<file path="config.mk">
export PLATFORM = sky130hd
export DESIGN_NAME = add_req_initiator
export DESIGN_NICKNAME = d
export VERILOG_FILES = /design/src/rtl/add_req_initiator.sv
export SDC_FILE = /design/constraint.sdc
export NUM_CORES = 1
export LEC_CHECK = 0
export ABC_AREA = 1
export CAP_MARGIN = 20
export CORE_AREA = 2 2 114 94
export DETAILED_ROUTE_END_ITERATION = 12
export DIE_AREA = 0 0 116 96
export HOLD_SLACK_MARGIN = 0.1
export SLEW_MARGIN = 20
export SYNTH_ARGS = -nofsm -noshare
export SYNTH_HDL_FRONTEND = slang
export SYNTH_SLANG_ARGS = --single-unit
</file>
<file path="constraint.sdc">
create_clock -name clk -period 1.8 [get_ports clk]
set_input_delay 0.18 -clock clk [delete_from_list [all_inputs] [get_ports clk]]
set_output_delay 0.18 -clock clk [all_outputs]
set_load 0.05 [all_outputs]
</file>
<file path="src/rtl/add_req_initiator.sv">
// Initiator for the start/valid adder-responder protocol: issues one operand pair
// at a time, checks the returned sum and hands the result downstream.
module add_req_initiator #(
    parameter int W       = 10,
    parameter int TIMEOUT = 4,
    parameter int CNT_W   = 16
) (
    input  logic             clk,
    input  logic             rst,
    input  logic             in_valid,
    output logic             in_ready,
    input  logic [W-1:0]     in_a,
    input  logic [W-1:0]     in_b,
    output logic             start,
    output logic [W-1:0]     op_a,
    output logic [W-1:0]     op_b,
    input  logic             rsp_valid,
    input  logic [W-1:0]     rsp_y,
    output logic             out_valid,
    input  logic             out_ready,
    output logic [W-1:0]     out_y,
    output logic             out_err,
    output logic             timeout_err,
    output logic             spurious_err,
    input  logic             clr_err,
    output logic [CNT_W-1:0] txn_count,
    output logic [1:0]       dbg_state
);

    // Handshakes: a transfer happens on a rising edge where valid && ready are
    // both high; valid never depends on ready, and data is stable while valid waits.

    localparam int CW = $clog2(TIMEOUT + 1);
    localparam logic [CW-1:0] TO_VAL = CW'(TIMEOUT);

    typedef enum logic [1:0] {
        S_IDLE  = 2'd0,
        S_ISSUE = 2'd1,
        S_WAIT  = 2'd2,
        S_HOLD  = 2'd3
    } state_t;

    state_t            r_state;
    state_t            w_next_state;
    logic [W-1:0]      r_op_a;
    logic [W-1:0]      r_op_b;
    logic [W-1:0]      r_exp;
    logic [CW-1:0]     r_wait_cnt;
    logic              r_out_valid;
    logic [W-1:0]      r_out_y;
    logic              r_out_err;
    logic              r_timeout_err;
    logic              r_spurious_err;
    logic [CNT_W-1:0]  r_txn_count;

    logic [W-1:0]      w_sum;
    logic              w_in_fire;
    logic              w_out_fire;
    logic              w_rsp_take;
    logic              w_timeout;
    logic              w_spurious;

    assign w_sum      = in_a + in_b;
    assign w_in_fire  = (r_state == S_IDLE) && in_valid;
    assign w_out_fire = (r_state == S_HOLD) && r_out_valid && out_ready;
    assign w_rsp_take = (r_state == S_WAIT) && rsp_valid;
    assign w_timeout  = (r_state == S_WAIT) && !rsp_valid && (r_wait_cnt == TO_VAL);
    assign w_spurious = (r_state != S_WAIT) && rsp_valid;

    always_comb begin
        w_next_state = r_state;
        case (r_state)
            S_IDLE:  if (in_valid) w_next_state = S_ISSUE;
            S_ISSUE: w_next_state = S_WAIT;
            S_WAIT:  if (w_rsp_take || w_timeout) w_next_state = S_HOLD;
            S_HOLD:  if (w_out_fire) w_next_state = S_IDLE;
            default: w_next_state = S_IDLE;
        endcase
    end

    always_ff @(posedge clk or posedge rst) begin
        if (rst) begin
            r_state <= S_IDLE;
        end else begin
            r_state <= w_next_state;
        end
    end

    always_ff @(posedge clk or posedge rst) begin
        if (rst) begin
            r_op_a      <= '0;
            r_op_b      <= '0;
            r_exp       <= '0;
            r_wait_cnt  <= '0;
            r_out_valid <= 1'b0;
            r_out_y     <= '0;
            r_out_err   <= 1'b0;
            r_txn_count <= '0;
        end else begin
            if (w_in_fire) begin
                r_op_a <= in_a;
                r_op_b <= in_b;
                r_exp  <= w_sum;
            end
            // Counter reads 1 in the first WAIT cycle, the nominal response slot.
            if (r_state == S_ISSUE) begin
                r_wait_cnt <= CW'(1);
            end else if (r_state == S_WAIT && r_wait_cnt != TO_VAL) begin
                r_wait_cnt <= r_wait_cnt + CW'(1);
            end
            if (w_rsp_take) begin
                r_out_y     <= rsp_y;
                r_out_err   <= (rsp_y != r_exp);
                r_out_valid <= 1'b1;
            end else if (w_timeout) begin
                r_out_y     <= '0;
                r_out_err   <= 1'b1;
                r_out_valid <= 1'b1;
            end else if (w_out_fire) begin
                r_out_valid <= 1'b0;
                r_txn_count <= r_txn_count + CNT_W'(1);
            end
        end
    end

    // Sticky flags: a set in the same cycle as clr_err takes priority.
    always_ff @(posedge clk or posedge rst) begin
        if (rst) begin
            r_timeout_err  <= 1'b0;
            r_spurious_err <= 1'b0;
        end else begin
            if (w_timeout) begin
                r_timeout_err <= 1'b1;
            end else if (clr_err) begin
                r_timeout_err <= 1'b0;
            end
            if (w_spurious) begin
                r_spurious_err <= 1'b1;
            end else if (clr_err) begin
                r_spurious_err <= 1'b0;
            end
        end
    end

    // in_ready is gated by rst so every output reads 0 while reset is held.
    assign in_ready     = (r_state == S_IDLE) && !rst;
    assign start        = (r_state == S_ISSUE);
    assign op_a         = r_op_a;
    assign op_b         = r_op_b;
    assign out_valid    = r_out_valid;
    assign out_y        = r_out_y;
    assign out_err      = r_out_err;
    assign timeout_err  = r_timeout_err;
    assign spurious_err = r_spurious_err;
    assign txn_count    = r_txn_count;
    assign dbg_state    = r_state;

endmodule
</file>
# Yosys cells after proc, flatten, opt, wreduce, memory -nomap -nowiden

Index checks and enable logic that the tools add are counted.

Logic and storage cells: 62
Input bits: 36
Bits in registers: 65

$add $sub $neg: 3
Muxes and demuxes: 16
Bitwise logic cells: 2
Equal/unequal tests: 10
Reductions and logical operators: 20

Operators by type and width:

| operator                | number |
|---|---|
| $mux W10                | 2 |
| $add A16 B1 Y16 const B | 1 |
| $add A10 B10 Y10        | 1 |
| $ne A10 B10 Y1          | 1 |
| $logic_and A1 B1 Y1     | 9 |
| $mux W1                 | 8 |
| $ne A2 B2 Y1 const B    | 4 |
| $pmux W2 S4             | 1 |
| $reduce_bool A2 Y1      | 4 |
| $mux W2                 | 3 |
| $mux W3                 | 2 |
| $reduce_and A3 Y1       | 2 |
| $eq A2 B2 Y1 const B    | 2 |
| $add A3 B1 Y3 const B   | 1 |
| $eq A3 B3 Y1 const B    | 1 |
| $ne A3 B3 Y1 const B    | 1 |
| $reduce_bool A3 Y1      | 1 |
| $eq A2 B1 Y1 const B    | 1 |
| $logic_not A1 Y1        | 2 |
| $logic_not A2 Y1        | 1 |
| $not A1 Y1              | 2 |
| $logic_or A1 B1 Y1      | 1 |

# Longest topological paths before layout

Gate-level depths: netlist of the first run.

Word-level depth: 6
Gate-level depth with buffers: 11
Gate-level depth less buffers: 10

# Worst setup path before layout of the first run

Ideal clock, no wire load.

Path type: register to register
From: register r_state[0], in the netlist dbg_state[0]
To: register r_txn_count[12], in the netlist txn_count[12]
Buffers on the path: 1
Arrival: 1.867 ns
Cell stages (with the launch flop): 12
Setup time: 0.120 ns
Data required time: 1.680 ns
Setup slack: -0.187 ns
Cell sequence: dfrtp_1 inv_1 ha_1 buf_4 nand3_4 nand2_4 nor2_8 inv_4 nor2_4 nand3_1 nand2_1 nand2_1

Cells in the longest elaborated chain, start to end: 5

RTL lines:

| element                          | line   | RTL |
|---|---|---|
| start: declaration               | 43     | `state_t r_state;` |
| start signal: assignment         | 85     | `r_state <= w_next_state;` |
| $eq A2 B2 Y1                     | 66, 67 |  |
| $logic_and A1 B1 Y1 (2 in a row) | 67     | `assign w_timeout = (r_state == S_WAIT) && !rsp_valid && (r_wait_cnt == TO_VAL);` |
| $not A1 Y1 (no line)             | -      |  |
| $reduce_and A3 Y1 (no line) (*)  | -      |  |
| end signal: assignment           | 121    | `r_txn_count <= r_txn_count + CNT_W'(1);` |
| end: declaration                 | 54     | `logic [CNT_W-1:0] r_txn_count;` |

Mark *: on every way between the ends. The rest lies on a longest branch, timed or not.
A chain may end at the register's enable or synchronous reset.

# Worst setup path after layout of the first run

From: register r_txn_count[4], in the netlist txn_count[4]
To: output port txn_count[4]

RTL lines:

| element          | line | RTL |
|---|---|---|
| end: declaration | 26   | `output logic [CNT_W-1:0] txn_count,` |

No word-level cell between the ends.

==> run_results.csv, run 1 <==
group,metric,value,unit
worst_hold_path,holdCritPathClass,"primary input to async pin",
placed_design,place.gp.congestion,0.865,
cells_and_area,final_common_cell,"nand2_1",
floorplan,die_x,116,um
worst_setup_path,crit_chain,"clkdlybuf4s50_1",
power,p_leak,2.37,nW
floorplan,die-area,11100,sq um
power,comb_power_share,0.492,
cells_and_area,fin_cells,664,
worst_setup_path,cp_max_fo,5,
timing,tns,0,ps
global_routing,grt_pass1_vias,2954,
placed_design,hpwl,6340,um
timing,timing.hold.ws,323,ps
outcome,outcome,"finished, final reports clean",
placed_design,dp_cells,646,
cts,cts_sinks,65,
cts,worst_skew_pair.late_latency,320,ps
cts,cts_tree,"done",
timing,final-max-slew-violation-count,0,
worst_setup_path,critPathBufInv,1,
cells_and_area,final_cell_mix,"nand2_1, clkdlybuf4s50_1, dfrtp_1, inv_1, o21ai_0",
timing,finClkSkew,4.85,ps
global_routing,antenna_found_initial,0,
cts,clk_pin_slew,50,ps
floorplan,num_rows,33,
power,ir_drop,0.000778,V
placed_design,portBuffers,89,
cts,htreeDepth,3,
power,report.power.total,0.00828,W
worst_setup_path,start_kind,"flip-flop",
floorplan,initial_utilization,0.341,
power,p_clk_frac,0.219,
floorplan,die_height,96,um
timing,finalSetupViolations,0,
logic_synthesis,syn_area_per_cell,8.29,sq um
timing,period_minus_slack,1750,ps
logic_synthesis,syn_inst,411,
power,p_int,0.00460,W
drt,detail-route-antenna-nets,0,
timing,maxSlewHeadroom,0.657,
timing,rsz0062_at_grt,"false",
job,maxCapViolCount,0,
logic_synthesis,yosysUniqueCellTypes,33,
power,switchingPower,0.00367,W
global_routing,grt_usage,0.162,
global_routing,grt_max_degree,66,
drt,drt_iter0_drc,185,
cells_and_area,finish.utilization,0.490,
drt,drc,0,
floorplan,ios,90,
cells_and_area,n_antenna_cell,0,
logic_synthesis,ys_ff_latch,65,
worst_setup_path,crit_path_top_delay_cell,"clkdlybuf4s50_1",
power,power.density,1690,nW/um^2
power,power_frac_seq,0.289,
cells_and_area,area_delta_synth_final,43.6,%
logic_synthesis,syn_nets,464,
timing,fmax,0.571,GHz
worst_setup_path,crit_required,1620,ps
drt,first_pass_iters,4,
timing,worstMarginPinSlew,514,ps
floorplan,core_region_area,9990,sq um
worst_setup_path,end_kind,"primary output",
logic_synthesis,synth.yosys.seq_area_share,0.477,
worst_setup_path,crit_family,"buffers and inverters",
logic_synthesis,ys_warn_count,0,
logic_synthesis,synth_area,3410,sq um
drt,wl_per_cell,12.5,um
drt,vias,3012,
cells_and_area,finalNetCount,572,
power,p_sw_frac,0.444,
cells_and_area,drive_gt1_frac,0.113,
cts,hold_buffers,0,
cts,cts-root-buf,"clkbuf_16",
cts,clock_path_buffers,2,
drt,routed_wl,8320,um
cts,cts_inserted_buffers,9,
timing,post-route-period-util,0.973,
worst_setup_path,cp.arrival,1570,ps
global_routing,gr-total-overflow,0,
worst_setup_path,crit_type,"flip-flop to primary output",
worst_setup_path,max_stage_delay,840,ps
timing,hold_viol,0,
drt,viasPerCell,4.54,
global_routing,grt_pass1_wl,14000,um
flip-flops by register name (all words and copies together), names as in the netlist:
signal,cells
r_exp,10
out_err,1
out_valid,1
txn_count,16
op_b,10
out_y,10
op_a,10
r_wait_cnt,3
spurious_err,1
dbg_state,2
timeout_err,1
tightest hold or removal path, cell delays in order:
cell and delay, ps:
clkdlybuf4s50_1 450, clkinvlp_4 100, buf_12 300
power by group through the flow:
stage	Sequential, W	Combinational (W)	Clock [W]
floorplan	0.00379	0.00131	0
global placement	0.00241	0.00404	0
detailed placement	0.00242	0.00410	0
CTS	0.00240	0.00411	0.00186
global route	0.00247	0.00440	0.00194
finish	0.00239	0.00407	0.00181
synthesized netlist by cell type:
master / number / area, sq um
xor2_1: 11 / 96.3
fa_1: 1 / 20.0
nand2_2: 1 / 6.26
inv_1: 45 / 169
inv_4: 1 / 6.26
nor3_2: 1 / 10.0
o22ai_1: 3 / 18.8
a21oi_1: 9 / 45.0
nor3_1: 4 / 20.0
dfrtp_1: 65 / 1630
o221ai_1: 1 / 8.76
clkbuf_1: 3 / 11.3
buf_6: 2 / 22.5
xnor2_1: 5 / 43.8
a32o_1: 5 / 50.1
nor2_1: 26 / 97.6
o21a_1: 1 / 7.51
nand2_1: 144 / 541
nor2_4: 2 / 22.5
ha_1: 16 / 200
nand3_4: 1 / 17.5
nand3b_1: 2 / 15.0
clkinv_1: 1 / 3.75
nand3_1: 17 / 85.1
nand4_1: 5 / 31.3
buf_4: 1 / 7.51
nand3_2: 1 / 10.0
inv_2: 1 / 3.75
o21ai_0: 29 / 145
nor2_8: 1 / 20.0
nand2_4: 2 / 22.5
a21oi_2: 1 / 8.76
buf_2: 3 / 15.0
per-layer routing:
metal  global-route usage  part of all wire
met1                0.212              0.47
met2                0.262              0.46
met3               0.0573             0.059
met4               0.0317            0.0078
met5                    0                 0
kinds of logic (layout without fill, tap and decap cells):
logic type | after synthesis | after routing | synth area share
AOI/OAI and AO/OA | 49 | 49 | 0.0833
xor gates and xnor gates | 16 | 16 | 0.0411
adders and majority gates | 17 | 17 | 0.0646
buffers and inverters | 57 | 170 | 0.0701
DFF | 65 | 65 | 0.477
and+or+nand+nor | 207 | 207 | 0.264
per-stage QoR:
step / cell area, sq um / setup WS [ps]
after floorplan: 3410 / 19.7
after global placement: 4550 / -268
after detailed placement: 4550 / -287
after CTS: 4870 / 17.6
after global routing: 4900 / 7.14
final: 4900 / 47.7
timing repair:
action / 4_1_cts / 5_1_grt
buffers inserted: 0 / 2
endpoints found under the hold margin: 0 / 0
setup endpoints to repair: 0 / 7
resized for setup: 0 / 5
path summary, 6_finish.rpt:
| path | endpoint | cells after the start | startpoint | slack (ps) |
|---|---|---|---|---|
| worst max-delay path | txn_count[4] | 1 | txn_count[4]$_DFFE_PP0P_ | 50 |
| worst min-delay path | dbg_state[0]$_DFFE_PP0P_ | 3 | rst | 320 |
| worst max register to register | txn_count[12]$_DFFE_PP0P_ | 10 | r_wait_cnt[0]$_DFFE_PP0P_ | 210 |
| worst min register to register | op_b[2]$_DFFE_PP0P_ | 2 | op_b[2]$_DFFE_PP0P_ | 480 |
| max in group asynchronous | r_exp[7]$_DFFE_PP0P_ | 3 | rst | 1190 |
| min in group clk | op_b[6]$_DFFE_PP0P_ | 3 | in_b[6] | 430 |
cell type report:
| cell class | count | area, sq um |
|---|---|---|
| well taps | 140 | 175 |
| repair buffers | 106 | 1040 |
| multi-input cells | 289 | 1550 |
| flip-flops and latches | 65 | 1630 |
| inverters | 48 | 186 |
| clock buffers | 12 | 267 |
| fillers | 986 | 5100 |
| clock inverters | 4 | 50.0 |
Note: power is estimated with default switching activity, not from simulation.
==> inputs of run 2 (changes only) <==
Settings changed: GPL_ROUTABILITY_DRIVEN from default to 1.
==> results of run 2 <==
No change in the layout: final DEF, timing and power equal those of run 1.
==> inputs of run 3 (changes only) <==
Settings changed: CORE_AREA 2 2 114 94 to 4 4 116 96, DIE_AREA 0 0 116 96 to 0 0 120 100, DONT_BUFFER_PORTS from default to 1.
==> run_results.csv, run 3 (synthesized netlist as in run 1, its figures left out) <==
group,metric,value,unit
timing,final-max-slew-violation-count,0,
cells_and_area,drive_gt1_frac,0.128,
cells_and_area,multi_input_area,1550,sq um
placed_design,portBuffers,0,
drt,wl_per_cell,13.9,um
worst_hold_path,holdCritPathClass,"primary input to flip-flop",
worst_setup_path,path_depth,5,
timing,maxSlewHeadroom,0.652,
power,ir_drop,0.000722,V
worst_setup_path,crit_family,"buffers and inverters",
floorplan,initial_utilization,0.340,
worst_setup_path,max_stage_delay,560,ps
cts,worst_skew_pair.late_latency,320,ps
global_routing,grt_usage,0.154,
timing,hold_viol,0,
drt,routed_wl,8670,um
timing,rsz0062_at_grt,"false",
timing,timing.hold.ws,114,ps
drt,detail-route-antenna-nets,0,
timing,tns,0,ps
worst_setup_path,r2r_cells,5,
worst_setup_path,cp.arrival,1910,ps
timing,post-route-period-util,0.946,
global_routing,gr-total-overflow,0,
cells_and_area,n_fill_cell,1004,
floorplan,die-area,12000,sq um
outcome,outcome,"finished, final reports clean",
cts,cts_inserted_buffers,9,
worst_setup_path,crit_required,2000,ps
power,power.density,1680,nW/um^2
global_routing,grt_pass1_vias,3016,
job,maxCapViolCount,0,
worst_setup_path,crit_chain,"inv_2 > ha_2 > buf_4 > o22ai_1 > dlygate4sd3_1",
global_routing,grt_pass1_wl,14800,um
floorplan,num_rows,33,
global_routing,grt_max_degree,66,
worst_setup_path,start_kind,"flip-flop",
floorplan,ios,90,
drt,drc,0,
cells_and_area,finalNetCount,532,
global_routing,antenna_found_initial,0,
cts,clock_path_buffers,2,
drt,viasPerCell,4.65,
cells_and_area,largest_reg_flops,16,
worst_setup_path,crit_type,"flip-flop to flip-flop",
placed_design,place.gp.congestion,0.843,
timing,period_minus_slack,1700,ps
worst_setup_path,cp_max_fo,6,
cells_and_area,final_common_cell,"nand2_1",
cts,cts_sinks,65,
worst_setup_path,end_kind,"flip-flop",
cts,cts_tree,"done",
cts,cts-root-buf,"clkbuf_16",
power,p_leak,2.19,nW
drt,first_pass_iters,4,
cells_and_area,final_cell_mix,"nand2_1, dfrtp_1, inv_1, dlygate4sd3_1, buf_4",
worst_hold_path,hold_depth,3,
floorplan,die_height,100,um
drt,drt_iter0_drc,155,
floorplan,die_x,120,um
floorplan,core_region_area,10000,sq um
drt,vias,2901,
cts,htreeDepth,3,
cts,clk_pin_slew,50,ps
cells_and_area,area_delta_synth_final,29.3,%
timing,finClkSkew,2.74,ps
timing,finalSetupViolations,0,
timing,worstMarginPinSlew,522,ps
worst_setup_path,crit_path_top_delay_cell,"dlygate4sd3_1",
worst_setup_path,critPathBufInv,3,
cells_and_area,seq_area,1630,sq um
placed_design,hpwl,6300,um
cells_and_area,n_antenna_cell,0,
timing,fmax,0.588,GHz
==> run 3: final cells by class <==
class                   instances  share of cell area
flip-flops and latches         65               0.370
clock buffers                  13              0.0591
clock inverters                 3             0.00341
multi-input cells             289               0.351
well taps                     140              0.0398
repair buffers                 66               0.135
inverters                      48              0.0423
==> run 3: per-layer routing <==
| layer | part of all wire | vias up | wire length (um) | track usage |
|---|---|---|---|---|
| met2 | 0.46 | 93 | 3990 | 0.247 |
| met4 | 0.011 | 0 | 95 | 0.0352 |
| met1 | 0.45 | 1351 | 3890 | 0.195 |
| met3 | 0.080 | 12 | 693 | 0.0648 |
| met5 | 0 | - | 0 | 0 |
| li1 | - | 1445 | - | - |
==> run 3: what timing repair did <==
item / CTS / global route
hold buffers: 35 / 0
hold endpoints to repair: 98 / 0
resized for setup: 0 / 2
endpoints found under the setup margin: 0 / 6
buffers inserted: 0 / 4
==> run 3: path summary, 6_finish.rpt <==
check	start	to	slack, ps
worst max-delay path	dbg_state[0]$_DFFE_PP0P_	spurious_err$_DFFE_PP0P_	100
worst min-delay path	rsp_y[4]	out_err$_DFFE_PP0P_	110
min in group asynchronous	rst	txn_count[7]$_DFFE_PP0P_	430
worst min register to register	r_exp[3]$_DFFE_PP0P_	r_exp[3]$_DFFE_PP0P_	490
worst max register to register	dbg_state[0]$_DFFE_PP0P_	spurious_err$_DFFE_PP0P_	100
max in group asynchronous	rst	dbg_state[0]$_DFFE_PP0P_	1090
==> run 3: through the flow <==
step	instances	util	power (W)	setup WS [ps]	instance area, sq um
final	624	0.439	0.00739	97.9	4410
after floorplan	411	-	0.00509	19.7	3410
after global placement	569	0.374	0.00565	102	3750
after global routing	624	0.439	0.00790	11.9	4410
after CTS	620	0.436	0.00745	31.7	4370
after detailed placement	569	0.374	0.00572	73.0	3750
==> run 3: worst reg2reg max path, stage by stage, from the launching register on <==
cell           delay [ps]
dfrtp_2               430
inv_2                  80
ha_2                  260
buf_4                 180
o22ai_1                90
dlygate4sd3_1         560
==> run 3: report_power, final <==
group / internal, W / switching [W] / leakage (nW)
Combinational: 0.000801 / 0.00135 / 1.24
Sequential: 0.00200 / 0.00162 / 0.809
Clock: 0.00100 / 0.000620 / 0.139
Total: 0.00380 / 0.00359 / 2.19
